File: src/rtl/irq_dispatch_pkg.sv
// rtl/irq_dispatch_pkg.sv - shared types and constants for the interrupt dispatch stage
package irq_dispatch_pkg;

  typedef enum logic [2:0] {
    IDLE,
    SETTLE,
    REQ,
    SERVICE,
    HOLDOFF
  } state_e;

  localparam int NUM_GRP  = 3;
  localparam int MAX_CHAN = 8;
  localparam int VEC_W    = 6;
  localparam int CNT_W    = 8;

  function automatic logic [CNT_W-1:0] sat_inc(input logic [CNT_W-1:0] v);
    return (v == {CNT_W{1'b1}}) ? v : v + 1'b1;
  endfunction

endpackage

File: src/rtl/irq_cand_select.sv
// rtl/irq_cand_select.sv - combinational candidate select: lowest-set-group priority encode plus channel range check
module irq_cand_select
  import irq_dispatch_pkg::*;
(
  input  logic [NUM_GRP-1:0] grp_active_i,
  input  logic [3:0]         chan_idx_i,
  output logic               valid_o,
  output logic [VEC_W-1:0]   cand_o
);

  logic [1:0] grp_id;

  always_comb begin
    grp_id = 2'd0;
    if (grp_active_i[0]) begin
      grp_id = 2'd0;
    end else if (grp_active_i[1]) begin
      grp_id = 2'd1;
    end else if (grp_active_i[2]) begin
      grp_id = 2'd2;
    end
    valid_o = (|grp_active_i) && (chan_idx_i <= 4'(MAX_CHAN));
    cand_o  = {grp_id, chan_idx_i};
  end

endmodule

File: src/rtl/irq_dispatch.sv
// rtl/irq_dispatch.sv - interrupt dispatch FSM: stability filter, req/ack/eoi handshake, hold-off, saturating count
// Optional ack timeout enabled by defining IRQ_DISPATCH_TIMEOUT_EN.
module irq_dispatch
  import irq_dispatch_pkg::*;
#(
  parameter int STABLE_CYCLES  = 2,
  parameter int HOLDOFF_CYCLES = 4,
  parameter int TIMEOUT_CYCLES = 255
) (
  input  logic               clk,
  input  logic               rst,
  input  logic [NUM_GRP-1:0] grp_active,
  input  logic [3:0]         chan_idx,
  output logic               irq_req,
  output logic [VEC_W-1:0]   irq_vec,
  input  logic               irq_ack,
  input  logic               irq_eoi,
  output logic               busy,
  output logic [CNT_W-1:0]   irq_count,
  output logic               timeout_err
);

  if (STABLE_CYCLES < 1 || STABLE_CYCLES > 15 || HOLDOFF_CYCLES < 0 || HOLDOFF_CYCLES > 15 ||
      TIMEOUT_CYCLES < 1 || TIMEOUT_CYCLES > 255) begin : g_bad_params
    $error("irq_dispatch: parameter out of legal range");
  end

  logic [NUM_GRP-1:0] grp_q;
  logic [3:0]         chan_q;
  logic               cand_valid;
  logic [VEC_W-1:0]   cand;

  state_e             state_q, state_d;
  logic [VEC_W-1:0]   cap_q, cap_d;
  logic [VEC_W-1:0]   vec_q, vec_d;
  logic [3:0]         stab_q, stab_d;
  logic [3:0]         hcnt_q, hcnt_d;
  logic [CNT_W-1:0]   cnt_q, cnt_d;
`ifdef IRQ_DISPATCH_TIMEOUT_EN
  logic [7:0]         tcnt_q, tcnt_d;
  logic               terr_q, terr_d;
`endif

  irq_cand_select u_cand_select (
    .grp_active_i (grp_q),
    .chan_idx_i   (chan_q),
    .valid_o      (cand_valid),
    .cand_o       (cand)
  );

  always_ff @(posedge clk) begin
    if (rst) begin
      grp_q   <= '0;
      chan_q  <= '0;
      state_q <= IDLE;
      cap_q   <= '0;
      vec_q   <= '0;
      stab_q  <= '0;
      hcnt_q  <= '0;
      cnt_q   <= '0;
`ifdef IRQ_DISPATCH_TIMEOUT_EN
      tcnt_q  <= '0;
      terr_q  <= 1'b0;
`endif
    end else begin
      grp_q   <= grp_active;
      chan_q  <= chan_idx;
      state_q <= state_d;
      cap_q   <= cap_d;
      vec_q   <= vec_d;
      stab_q  <= stab_d;
      hcnt_q  <= hcnt_d;
      cnt_q   <= cnt_d;
`ifdef IRQ_DISPATCH_TIMEOUT_EN
      tcnt_q  <= tcnt_d;
      terr_q  <= terr_d;
`endif
    end
  end

  always_comb begin
    state_d = state_q;
    cap_d   = cap_q;
    vec_d   = vec_q;
    stab_d  = stab_q;
    hcnt_d  = hcnt_q;
    cnt_d   = cnt_q;
`ifdef IRQ_DISPATCH_TIMEOUT_EN
    tcnt_d  = tcnt_q;
    terr_d  = terr_q;
`endif
    case (state_q)
      IDLE: begin
        if (cand_valid) begin
          if (STABLE_CYCLES == 1) begin
            vec_d   = cand;
            state_d = REQ;
`ifdef IRQ_DISPATCH_TIMEOUT_EN
            tcnt_d  = '0;
`endif
          end else begin
            cap_d   = cand;
            stab_d  = 4'd1;
            state_d = SETTLE;
          end
        end
      end
      SETTLE: begin
        if (!cand_valid) begin
          state_d = IDLE;
        end else if (cand != cap_q) begin
          // A changed candidate restarts the stability window rather than aborting.
          cap_d  = cand;
          stab_d = 4'd1;
        end else if ((5'(stab_q) + 5'd1) == 5'(STABLE_CYCLES)) begin
          vec_d   = cap_q;
          state_d = REQ;
`ifdef IRQ_DISPATCH_TIMEOUT_EN
          tcnt_d  = '0;
`endif
        end else begin
          stab_d = stab_q + 4'd1;
        end
      end
      REQ: begin
        if (irq_ack) begin
          state_d = SERVICE;
          cnt_d   = sat_inc(cnt_q);
`ifdef IRQ_DISPATCH_TIMEOUT_EN
        end else if (tcnt_q == 8'(TIMEOUT_CYCLES - 1)) begin
          terr_d = 1'b1;
          if (HOLDOFF_CYCLES == 0) begin
            state_d = IDLE;
          end else begin
            state_d = HOLDOFF;
            hcnt_d  = 4'(HOLDOFF_CYCLES);
          end
        end else begin
          tcnt_d = tcnt_q + 8'd1;
`endif
        end
      end
      SERVICE: begin
        if (irq_eoi) begin
          if (HOLDOFF_CYCLES == 0) begin
            state_d = IDLE;
          end else begin
            state_d = HOLDOFF;
            hcnt_d  = 4'(HOLDOFF_CYCLES);
          end
        end
      end
      HOLDOFF: begin
        hcnt_d = hcnt_q - 4'd1;
        if (hcnt_q <= 4'd1) begin
          state_d = IDLE;
        end
      end
      default: state_d = IDLE;
    endcase
  end

  assign irq_req   = (state_q == REQ);
  assign busy      = (state_q != IDLE);
  assign irq_vec   = vec_q;
  assign irq_count = cnt_q;
`ifdef IRQ_DISPATCH_TIMEOUT_EN
  assign timeout_err = terr_q;
`else
  assign timeout_err = 1'b0;
`endif

endmodule
File: config.mk
export PLATFORM = sky130hd
export DESIGN_NAME = irq_dispatch
export DESIGN_NICKNAME = d
export VERILOG_FILES = /design/src/rtl/irq_dispatch_pkg.sv /design/src/rtl/irq_cand_select.sv /design/src/rtl/irq_dispatch.sv
export SDC_FILE = /design/constraint.sdc
export NUM_CORES = 1
export LEC_CHECK = 0
export CORE_MARGIN = 8
export CORE_UTILIZATION = 57
export CTS_CLUSTER_SIZE = 30
export DETAILED_ROUTE_END_ITERATION = 6
export HOLD_SLACK_MARGIN = 0.1
export PLACE_DENSITY = 0.84
export SYNTH_ARGS = -nofsm -noshare
export SYNTH_HDL_FRONTEND = slang
export SYNTH_HIERARCHICAL = 1
export SYNTH_SLANG_ARGS = --single-unit
File: constraint.sdc
create_clock -name clk -period 3.83 [get_ports clk]
set_clock_uncertainty 0.2 [all_clocks]
set_input_delay 0.5745 -clock clk [delete_from_list [all_inputs] [get_ports clk]]
set_output_delay 0.5745 -clock clk [all_outputs]
set_load 0.01 [all_outputs]
; ---- After elaboration in Yosys (flattened, before gate mapping)
; Index checks and enable logic that the tools add are counted.
[totals]
register_bits = 38
in_bits = 11
[classes]
n_addsub = 4
order_cmp = 2
n_eq_ne = 16
n_mux = 22
bitwise_logic = 2
reduce_logical = 12
[op_table]
columns = operator, n
row1 = 3-bit two-way mux, 7
row2 = 4-bit two-way mux, 5
row3 = 6-bit two-way mux, 3
row4 = 4-bit case mux with 2 select lines, 2
row5 = 3-bit case mux with 5 select lines, 1
row6 = 6-bit case mux with 2 select lines, 1
row7 = 4-bit AND reduction, 3
row8 = 2-bit inequality test (second input constant), 5
row9 = 3-bit inequality test (second input constant), 3
row10 = 8-bit by 1-bit adder with 8-bit output (second input constant), 1
row11 = 8-bit equality test (second input constant), 1
row12 = 3-bit by 2-bit equality test with 1-bit output (second input constant), 2
row13 = 2-bit two-way mux, 3
row14 = 6-bit inequality test, 1
row15 = 6-bit AND reduction, 1
row16 = 4-bit by 1-bit adder with 5-bit output (second input constant), 1
row17 = 5-bit by 2-bit equality test with 1-bit output (second input constant), 1
row18 = 4-bit by 1-bit adder with 4-bit output (second input constant), 1
row19 = 4-bit by 1-bit less-or-equal comparator with 1-bit output (second input constant), 1
row20 = 4-bit less-or-equal comparator (second input constant), 1
row21 = 2-bit nonzero test, 2
row22 = 4-bit by 1-bit subtractor with 4-bit output (second input constant), 1
row23 = 3-bit by 1-bit equality test with 1-bit output (second input constant), 1
row24 = 3-bit equality test (second input constant), 1
row25 = other kinds (8), 9

; ---- Depth between registers and ports, before layout
; Gate-level depths: netlist of the first run.
[depth]
word_depth = 7
mapped_depth = 8

; ---- Cells and area by module
; Netlist of the first run, hierarchy kept.
[by_module_without_submodules]
columns = module, n_inst, cells_each, area_each_um2
row1 = irq_dispatch, 1, 200, 1796.7
row2 = irq_cand_select, 1, 9, 60.1

; ---- Worst setup path before layout of the first run
; Ideal clock, no wire load.
[synth_timing]
path_type = reg2reg
from = register chan_q[0]
to = register stab_q[0]
setup_time_ns = 0.129
t_arrival_ns = 1.735
required_ns = 3.501
setup_slack_ns = 1.766
stages_incl_launch_ff = 8
path_buffers = 0
synth_period_minus_slack_ns = 2.064
path_cell_list = dfxtp_1 > or3_1 > a21oi_1 > nor2b_1 > nand2_1 > nor3_4 > a211o_1 > o41ai_1
[synth_via]
elab_chain_cells = 4
[synth_lines]
columns = item, line
row1 = "start, declared", irq_dispatch.sv:29  ; logic [3:0] chan_q;
row2 = "start signal, assigned", irq_dispatch.sv:67  ; chan_q <= chan_idx;
row3 = 4-bit less-or-equal comparator *, irq_cand_select.sv:22  ; valid_o = (|grp_active_i) && (chan_idx_i <= 4'(MAX_CHAN));
row4 = 1-bit logical AND *, irq_cand_select.sv:22
row5 = named net cand_valid, irq_dispatch.sv:30  ; logic cand_valid;
row6 = 2-bit inequality test (no source line), -
row7 = 4-bit AND reduction (no source line) *, -
row8 = "end signal, assigned", irq_dispatch.sv:71  ; stab_q <= stab_d;
row9 = "end, declared", irq_dispatch.sv:36  ; logic [3:0] stab_q, stab_d;
; Mark *: on every way through the listed nets, which the timed path passes. The rest lies on a longest branch. The select of a mux whose other input is x is not followed.
; A chain may end at the register's enable or synchronous reset.

; ---- Worst setup path in the final report of the first run
; Same ends and word-level chain as after synthesis.

==> impl_metrics.prom, run 1 <==
# TYPE chip_impl_metric gauge
chip_impl_info{name="outcome",value="complete, no violations"} 1
chip_impl_metric{name="grt_antenna_before_repair",unit=""} 0
chip_impl_metric{name="worst_ir_drop_vdd",unit="V"} 0.000329
chip_impl_metric{name="gp_routability_congestion",unit=""} 0.814
chip_impl_metric{name="synth_sequential_area_ratio",unit="%"} 41.0
chip_impl_info{name="end_kind",value="flop"} 1
chip_impl_metric{name="synth-edff-count",unit=""} 0
chip_impl_info{name="synth.cells.most_frequent",value="sky130_fd_sc_hd__dfxtp_1, sky130_fd_sc_hd__nor2_1, sky130_fd_sc_hd__a21oi_1"} 1
chip_impl_metric{name="drt_iter0_drc",unit=""} 82
chip_impl_metric{name="power.static_leakage",unit="nW"} 0.782
chip_impl_metric{name="dp_hpwl",unit="µm"} 2570
chip_impl_info{name="grt_setup_unrepaired",value="false"} 1
chip_impl_metric{name="fmax",unit="GHz"} 0.404
chip_impl_metric{name="report.final.slew_viol_count",unit=""} 0
chip_impl_metric{name="drc_errors",unit=""} 0
chip_impl_info{name="hold_class",value="reg2reg"} 1
chip_impl_metric{name="cts_resized",unit=""} 0
chip_impl_metric{name="power",unit="W"} 0.000802
chip_impl_info{name="yosys-top-cells-area",value="sky130_fd_sc_hd__dfxtp_1, sky130_fd_sc_hd__nor2_1, sky130_fd_sc_hd__a21oi_1"} 1
chip_impl_metric{name="syn2layout_area_growth",unit="%"} 16.4
chip_impl_metric{name="die_area",unit="µm²"} 5340
chip_impl_info{name="synth_most_common_cell",value="sky130_fd_sc_hd__dfxtp_1"} 1
chip_impl_metric{name="stdcell_count",unit=""} 274
chip_impl_metric{name="grt_overflow_total",unit=""} 0
chip_impl_metric{name="place_inst",unit=""} 266
chip_impl_metric{name="post-cts-setup-buffer-count",unit=""} 0
chip_impl_metric{name="cts.clk_slew.worst_paths",unit="ps"} 110
chip_impl_metric{name="grt_util_all_layers",unit="%"} 14.1
chip_impl_info{name="cts_tree",value="yes"} 1
chip_impl_metric{name="top_level_ports",unit=""} 28
chip_impl_metric{name="period_share",unit="%"} 64.6
chip_impl_metric{name="synth_area_per_cell",unit="µm²"} 8.88
chip_impl_metric{name="route.detailed.vias_per_inst",unit=""} 5.57
chip_impl_info{name="yosys_most_used_dff",value="sky130_fd_sc_hd__dfxtp_1"} 1
chip_impl_info{name="yosysTopAreaCell",value="sky130_fd_sc_hd__dfxtp_1"} 1
chip_impl_metric{name="placed_area",unit="µm²"} 2100
chip_impl_metric{name="ys_ff_latch",unit=""} 38
chip_impl_metric{name="finalCoreUtilization",unit="%"} 70.2
chip_impl_metric{name="post_cts_hold_buffer_count",unit=""} 0
chip_impl_info{name="worst_setup_path_start_kind",value="flop"} 1
chip_impl_metric{name="htree_levels",unit=""} 2
chip_impl_metric{name="grt_start_max_net_pins",unit=""} 40
chip_impl_metric{name="power.density",unit="nW/µm²"} 371
chip_impl_metric{name="stdcell_area",unit="µm²"} 2160
chip_impl_metric{name="postSynth.asyncResetShare",unit="%"} 0
chip_impl_metric{name="drive_gt1_share",unit="%"} 6.52
chip_impl_metric{name="port_buffers",unit=""} 26
chip_impl_metric{name="grt_pass1_vias",unit=""} 1406
chip_impl_metric{name="number_of_instances_in_the_synthesized_netlist",unit=""} 209
chip_impl_metric{name="antenna-diode-count",unit=""} 0
chip_impl_metric{name="synth.lib_cells_used.distinct",unit=""} 45
chip_impl_metric{name="wire_length_of_the_first_global_routing_pass",unit="µm"} 5970
chip_impl_info{name="critical-path-slowest-cell",value="sky130_fd_sc_hd__nor3_4"} 1
chip_impl_info{name="worst-setup-path-type",value="reg2reg"} 1
chip_impl_metric{name="fill_cells",unit=""} 254
chip_impl_metric{name="tritoncts.num_buffers",unit=""} 5
chip_impl_metric{name="report.final.hold_viol_count",unit=""} 0
chip_impl_metric{name="finalSetupTns",unit="ps"} 0
chip_impl_metric{name="slowest_delay",unit="ps"} 410
chip_impl_metric{name="post-route-min-period",unit="ps"} 2470
chip_impl_metric{name="worstMarginPinSlew",unit="ps"} 507
chip_impl_info{name="timing.critical_path.cells",value="or3_1, a21oi_1, nor2b_1, nand2_1, nor3_4, a211o_1, o41ai_1"} 1
chip_impl_metric{name="final_antenna_net_count",unit=""} 0
chip_impl_metric{name="setup_viol_count_final",unit=""} 0
chip_impl_metric{name="firstDrtPassIters",unit=""} 4
chip_impl_metric{name="clk_latency",unit="ps"} 340
chip_impl_info{name="clock_tree_root",value="sky130_fd_sc_hd__clkbuf_4"} 1
chip_impl_metric{name="drt-total-wl",unit="µm"} 3620
chip_impl_metric{name="mappedNetlistArea",unit="µm²"} 1860
chip_impl_metric{name="timing.critical_path.fanout_max",unit=""} 10
chip_impl_metric{name="fp.dieW",unit="µm"} 73.1
chip_impl_metric{name="y_dimension_of_the_die",unit="µm"} 73.1
chip_impl_metric{name="syn_nets",unit=""} 225
chip_impl_metric{name="floorplan.initialDensity",unit="%"} 60.3
chip_impl_metric{name="routed_wire_length_per_instance",unit="µm"} 13.2
chip_impl_metric{name="rows",unit=""} 20
chip_impl_metric{name="core-area",unit="µm²"} 3080
chip_impl_metric{name="timing.critical_path.arrival",unit="ps"} 2500
chip_impl_metric{name="fin_nets",unit=""} 245
chip_impl_metric{name="wp_data_required",unit="ps"} 3860
chip_impl_metric{name="cts_max_path_buffers",unit=""} 2
chip_impl_metric{name="timing.slew.headroom",unit="%"} 66.1
chip_impl_metric{name="detailroute.via_count",unit=""} 1527
chip_impl_metric{name="synthDominantCellAreaShare",unit="%"} 41.0
chip_impl_metric{name="cts_num_sinks",unit=""} 38
chip_impl_metric{name="yosysWarnings",unit=""} 6
chip_impl_metric{name="maxCapViolations",unit=""} 0
==> report_power, final <==
group / internal [W] / leakage, nW / switching [W]
combinational: 0.0000632 / 0.439 / 0.0000844
sequential: 0.000411 / 0.309 / 0.0000224
clock: 0.0000883 / 0.0343 / 0.000133
total: 0.000562 / 0.782 / 0.000240
==> per-stage QoR <==
step	setup slack, ps	hold slack, ps
after floorplan	1770	268
after global placement	1340	252
after detailed placement	1280	261
after CTS	1350	276
after global routing	1170	297
final	1360	272
==> cell type report <==
class | instances | area [µm²] | area share [%]
multi-input cells | 152 | 995 | 46.0
flip-flops and latches | 38 | 761 | 35.2
repair buffers | 27 | 268 | 12.4
well taps | 44 | 55.1 | 2.55
clock buffers | 6 | 51.3 | 2.37
inverters | 5 | 18.8 | 0.869
clock inverters | 2 | 12.5 | 0.579
==> cells by family (layout without fill, tap and decap cells) <==
group / after synthesis / after routing / share of synthesized area (%)
buffers and inverters: 19 / 40 / 5.46
AOI/OAI and AO/OA: 41 / 41 / 15.4
and+or+nand+nor: 84 / 84 / 24.1
muxes: 9 / 9 / 4.92
DFF: 38 / 38 / 41.0
adders and majority gates: 5 / 5 / 3.37
xor gates and xnor gates: 12 / 12 / 5.66
other: 1 / 1 / 0.202
==> final timing paths <==
| check | from | to | slack [ps] | cells past startpoint |
|---|---|---|---|---|
| worst max register to register | chan_q[0]$_SDFF_PP0_ | stab_q[0]$_SDFFE_PP0P_ | 1360 | 7 |
| worst min-delay path | irq_vec[2]$_SDFFE_PP0P_ | irq_vec[2]$_SDFFE_PP0P_ | 270 | 2 |
| worst min register to register | irq_vec[2]$_SDFFE_PP0P_ | irq_vec[2]$_SDFFE_PP0P_ | 270 | 2 |
| worst max-delay path | chan_q[0]$_SDFF_PP0_ | stab_q[0]$_SDFFE_PP0P_ | 1360 | 7 |
==> state kept, by name, indices dropped and copies added (netlist names) <==
| register | count |
|---|---|
| cap_q | 6 |
| chan_q | 4 |
| grp_q | 3 |
| hcnt_q | 4 |
| irq_count | 8 |
| irq_vec | 6 |
| stab_q | 4 |
| state_q | 3 |
==> critical path: cells and delay by family, from the launching register on <==
kind	cells	cell delay [ps]
AO/OA/AOI/OAI	3	520
flip-flops	1	350
AND/OR/NAND/NOR	4	1300
==> cell usage in the layout (no fill, tap or decap), types with 4 or more instances in the layout <==
| master | Yosys | final |
|---|---|---|
| sky130_fd_sc_hd__xor2_1 | 4 | 4 |
| sky130_fd_sc_hd__inv_1 | 5 | 5 |
| sky130_fd_sc_hd__dfxtp_1 | 38 | 38 |
| sky130_fd_sc_hd__clkbuf_4 | 0 | 5 |
| sky130_fd_sc_hd__nor2b_1 | 9 | 9 |
| sky130_fd_sc_hd__xnor2_1 | 8 | 8 |
| sky130_fd_sc_hd__nand2b_1 | 4 | 4 |
| sky130_fd_sc_hd__nand2_1 | 11 | 11 |
| sky130_fd_sc_hd__ha_1 | 5 | 5 |
| sky130_fd_sc_hd__clkdlybuf4s50_1 | 0 | 26 |
| sky130_fd_sc_hd__or3_1 | 4 | 4 |
| sky130_fd_sc_hd__a21oi_1 | 18 | 18 |
| sky130_fd_sc_hd__nor2_1 | 26 | 26 |
| sky130_fd_sc_hd__o41ai_1 | 7 | 7 |
| sky130_fd_sc_hd__mux2i_1 | 8 | 8 |
| sky130_fd_sc_hd__nand3_1 | 11 | 11 |
==> layer usage <==
metal	wire length, µm	GRT usage [%]	vias to the layer above
met4	19	5.33	0
met2	1770	23.8	25
met5	0	0	-
met1	1680	15.8	726
met3	145	4.81	2
li1	-	-	774
Power figures use the tool's default switching activity.
==> inputs of run 2 (changes only) <==
CORE_UTILIZATION = 48   (was 57)
PLACE_DENSITY = 0.75   (was 0.84)
clock period = 2 ns   (was 3.83 ns; I/O delays follow)
==> impl_metrics.prom, run 2 (synthesis results as in run 1) <==
# TYPE chip_impl_metric gauge
chip_impl_metric{name="die_area",unit="µm²"} 6110
chip_impl_metric{name="report.final.slew_viol_count",unit=""} 0
chip_impl_metric{name="port_buffers",unit=""} 26
chip_impl_info{name="clock_tree_root",value="sky130_fd_sc_hd__clkbuf_8"} 1
chip_impl_metric{name="gp_routability_congestion",unit=""} 0.819
chip_impl_metric{name="clk_latency",unit="ps"} 290
chip_impl_metric{name="post_cts_hold_buffer_count",unit=""} 0
chip_impl_metric{name="final_antenna_net_count",unit=""} 0
chip_impl_info{name="maxUsedRoutingLayer",value="met4"} 1
chip_impl_metric{name="worst_ir_drop_vdd",unit="V"} 0.000584
chip_impl_metric{name="grt_antenna_before_repair",unit=""} 0
chip_impl_info{name="worst-setup-path-type",value="reg2reg"} 1
chip_impl_metric{name="stdcell_area",unit="µm²"} 2520
chip_impl_info{name="hold_class",value="reg2reg"} 1
chip_impl_info{name="grt_setup_unrepaired",value="true"} 1
chip_impl_metric{name="multiInputGateArea",unit="µm²"} 1090
chip_impl_metric{name="cts.clk_slew.worst_paths",unit="ps"} 80
chip_impl_metric{name="met3RoutedLength",unit="µm"} 181
chip_impl_metric{name="y_dimension_of_the_die",unit="µm"} 78.2
chip_impl_metric{name="maxCapViolations",unit=""} 0
chip_impl_metric{name="wp_data_required",unit="ps"} 2010
chip_impl_metric{name="drt_iter0_drc",unit=""} 59
chip_impl_metric{name="htree_levels",unit=""} 2
chip_impl_metric{name="route.detailed.vias_per_inst",unit=""} 5.30
chip_impl_metric{name="tritoncts.num_buffers",unit=""} 5
chip_impl_metric{name="grt_pass1_vias",unit=""} 1549
chip_impl_metric{name="placed_area",unit="µm²"} 2320
chip_impl_metric{name="firstDrtPassIters",unit=""} 4
chip_impl_metric{name="power.density",unit="nW/µm²"} 702
chip_impl_metric{name="drc_errors",unit=""} 0
chip_impl_info{name="failed_checks",value="negative setup slack"} 1
chip_impl_info{name="mostFrequentLayoutCell",value="sky130_fd_sc_hd__dfxtp_1"} 1
chip_impl_metric{name="core-area",unit="µm²"} 3690
chip_impl_metric{name="grt_overflow_total",unit=""} 0
chip_impl_metric{name="fin_nets",unit=""} 273
chip_impl_metric{name="dp_hpwl",unit="µm"} 2780
chip_impl_metric{name="wire_length_of_the_first_global_routing_pass",unit="µm"} 6690
chip_impl_metric{name="top_level_ports",unit=""} 28
chip_impl_metric{name="cts_max_path_buffers",unit=""} 2
chip_impl_metric{name="setup_viol_count_final",unit=""} 5
chip_impl_info{name="cts_tree",value="yes"} 1
chip_impl_info{name="outcome",value="complete, but fails checks"} 1
chip_impl_metric{name="floorplan.initialDensity",unit="%"} 50.3
chip_impl_metric{name="post-route-min-period",unit="ps"} 2020
chip_impl_metric{name="timing.critical_path.fanout_max",unit=""} 3
chip_impl_metric{name="timing.critical_path.arrival",unit="ps"} 2040
chip_impl_metric{name="syn2layout_area_growth",unit="%"} 35.9
chip_impl_info{name="layout_common_cells",value="sky130_fd_sc_hd__dfxtp_1, sky130_fd_sc_hd__nor2_1, sky130_fd_sc_hd__buf_4, sky130_fd_sc_hd__clkdlybuf4s50_1, sky130_fd_sc_hd__a21oi_1"} 1
chip_impl_info{name="worst_setup_path_start_kind",value="flop"} 1
chip_impl_metric{name="period_share",unit="%"} 101
chip_impl_metric{name="power.static_leakage",unit="nW"} 0.970
chip_impl_metric{name="fill_cells",unit=""} 306
chip_impl_metric{name="route.met2.wl",unit="µm"} 1930
chip_impl_metric{name="fmax",unit="GHz"} 0.495
chip_impl_metric{name="drive_gt1_share",unit="%"} 25.2
chip_impl_metric{name="largest_register_ffs",unit=""} 8
chip_impl_metric{name="detailroute.via_count",unit=""} 1621
chip_impl_metric{name="antenna-diode-count",unit=""} 0
chip_impl_metric{name="fp.dieW",unit="µm"} 78.2
chip_impl_metric{name="cts_num_sinks",unit=""} 38
chip_impl_metric{name="routed_wire_length_per_instance",unit="µm"} 13.3
chip_impl_metric{name="power",unit="W"} 0.00177
chip_impl_metric{name="register_area",unit="µm²"} 766
chip_impl_metric{name="grt_start_max_net_pins",unit=""} 40
chip_impl_metric{name="grt_util_all_layers",unit="%"} 13.3
chip_impl_metric{name="drt-total-wl",unit="µm"} 4070
chip_impl_metric{name="report.final.hold_viol_count",unit=""} 0
chip_impl_metric{name="rows",unit=""} 22
chip_impl_metric{name="wl_met1",unit="µm"} 1870
chip_impl_metric{name="layout_setup_ws",unit="ps"} -21.8
chip_impl_metric{name="finalCoreUtilization",unit="%"} 68.4
chip_impl_info{name="end_kind",value="flop"} 1
-- run 2: cell types whose count changed in the layout (fill, tap and decap cells not counted), moves of 3 or more --
cell	delta
sky130_fd_sc_hd__o41ai_1	-5
sky130_fd_sc_hd__clkbuf_4	-5
sky130_fd_sc_hd__dfxtp_1	-4
sky130_fd_sc_hd__dfxtp_2	+4
sky130_fd_sc_hd__o41ai_2	+5
sky130_fd_sc_hd__clkbuf_8	+4
sky130_fd_sc_hd__buf_4	+24
sky130_fd_sc_hd__buf_6	+3
-- run 2: critical path: stages, from the launching register on --
cell and delay (ps):
sky130_fd_sc_hd__dfxtp_2 320, sky130_fd_sc_hd__or3_4 380, sky130_fd_sc_hd__a21oi_2 200, sky130_fd_sc_hd__nor2b_4 190, sky130_fd_sc_hd__nand2_2 80, sky130_fd_sc_hd__nor3_4 190
sky130_fd_sc_hd__buf_4 140, sky130_fd_sc_hd__nand3_1 60, sky130_fd_sc_hd__a21oi_1 170
-- run 2: layer usage --
layer | vias to the layer above | GRT usage (%)
met4 | 0 | 6.67
met5 | - | 0
li1 | 827 | -
met2 | 30 | 21.5
met3 | 8 | 4.44
met1 | 756 | 15.3
-- run 2: path summary, 6_finish.rpt --
path	to	depth (start not counted)	slack, ps	from
min	irq_vec[5]$_SDFFE_PP0P_	2	250	irq_vec[5]$_SDFFE_PP0P_
min reg2reg	irq_vec[5]$_SDFFE_PP0P_	2	250	irq_vec[5]$_SDFFE_PP0P_
max	irq_vec[1]$_SDFFE_PP0P_	8	-20	chan_q[0]$_SDFF_PP0_
max reg2reg	irq_vec[1]$_SDFFE_PP0P_	8	-20	chan_q[0]$_SDFF_PP0_
-- run 2: layout make-up --
class | count | share of cell area, %
clock buffer | 5 | 2.73
timing repair buffer | 55 | 19.8
multi-input combinational | 152 | 43.2
tap | 48 | 2.38
sequential | 38 | 30.3
clock inverter | 3 | 0.843
inverter | 5 | 0.744
-- run 2: what timing repair did --
action	in CTS	in global routing
pin swaps	3	5
cloned	0	0
gates resized for setup	10	15
buffers inserted	0	2
endpoints found under the setup margin	18	16
-- run 2: stage by stage --
stage	cells	hold slack, ps	setup WS, ps	TNS, ps
5_1_grt	306	282	-121	-1100
3_3_place_gp	296	253	-43.9	-254
6_report	306	255	-21.8	-79.5
4_1_cts	304	267	-9.05	-16.6
3_5_place_dp	296	256	-164	-1200
2_1_floorplan	209	176	2.15	0
-- run 2: power by group --
group | total [W] | leakage (nW) | internal [W] | switching (W)
registers | 0.000828 | 0.311 | 0.000788 | 0.0000404
logic | 0.000416 | 0.615 | 0.000208 | 0.000208
clock network | 0.000528 | 0.0441 | 0.000245 | 0.000283
total | 0.00177 | 0.970 | 0.00124 | 0.000532
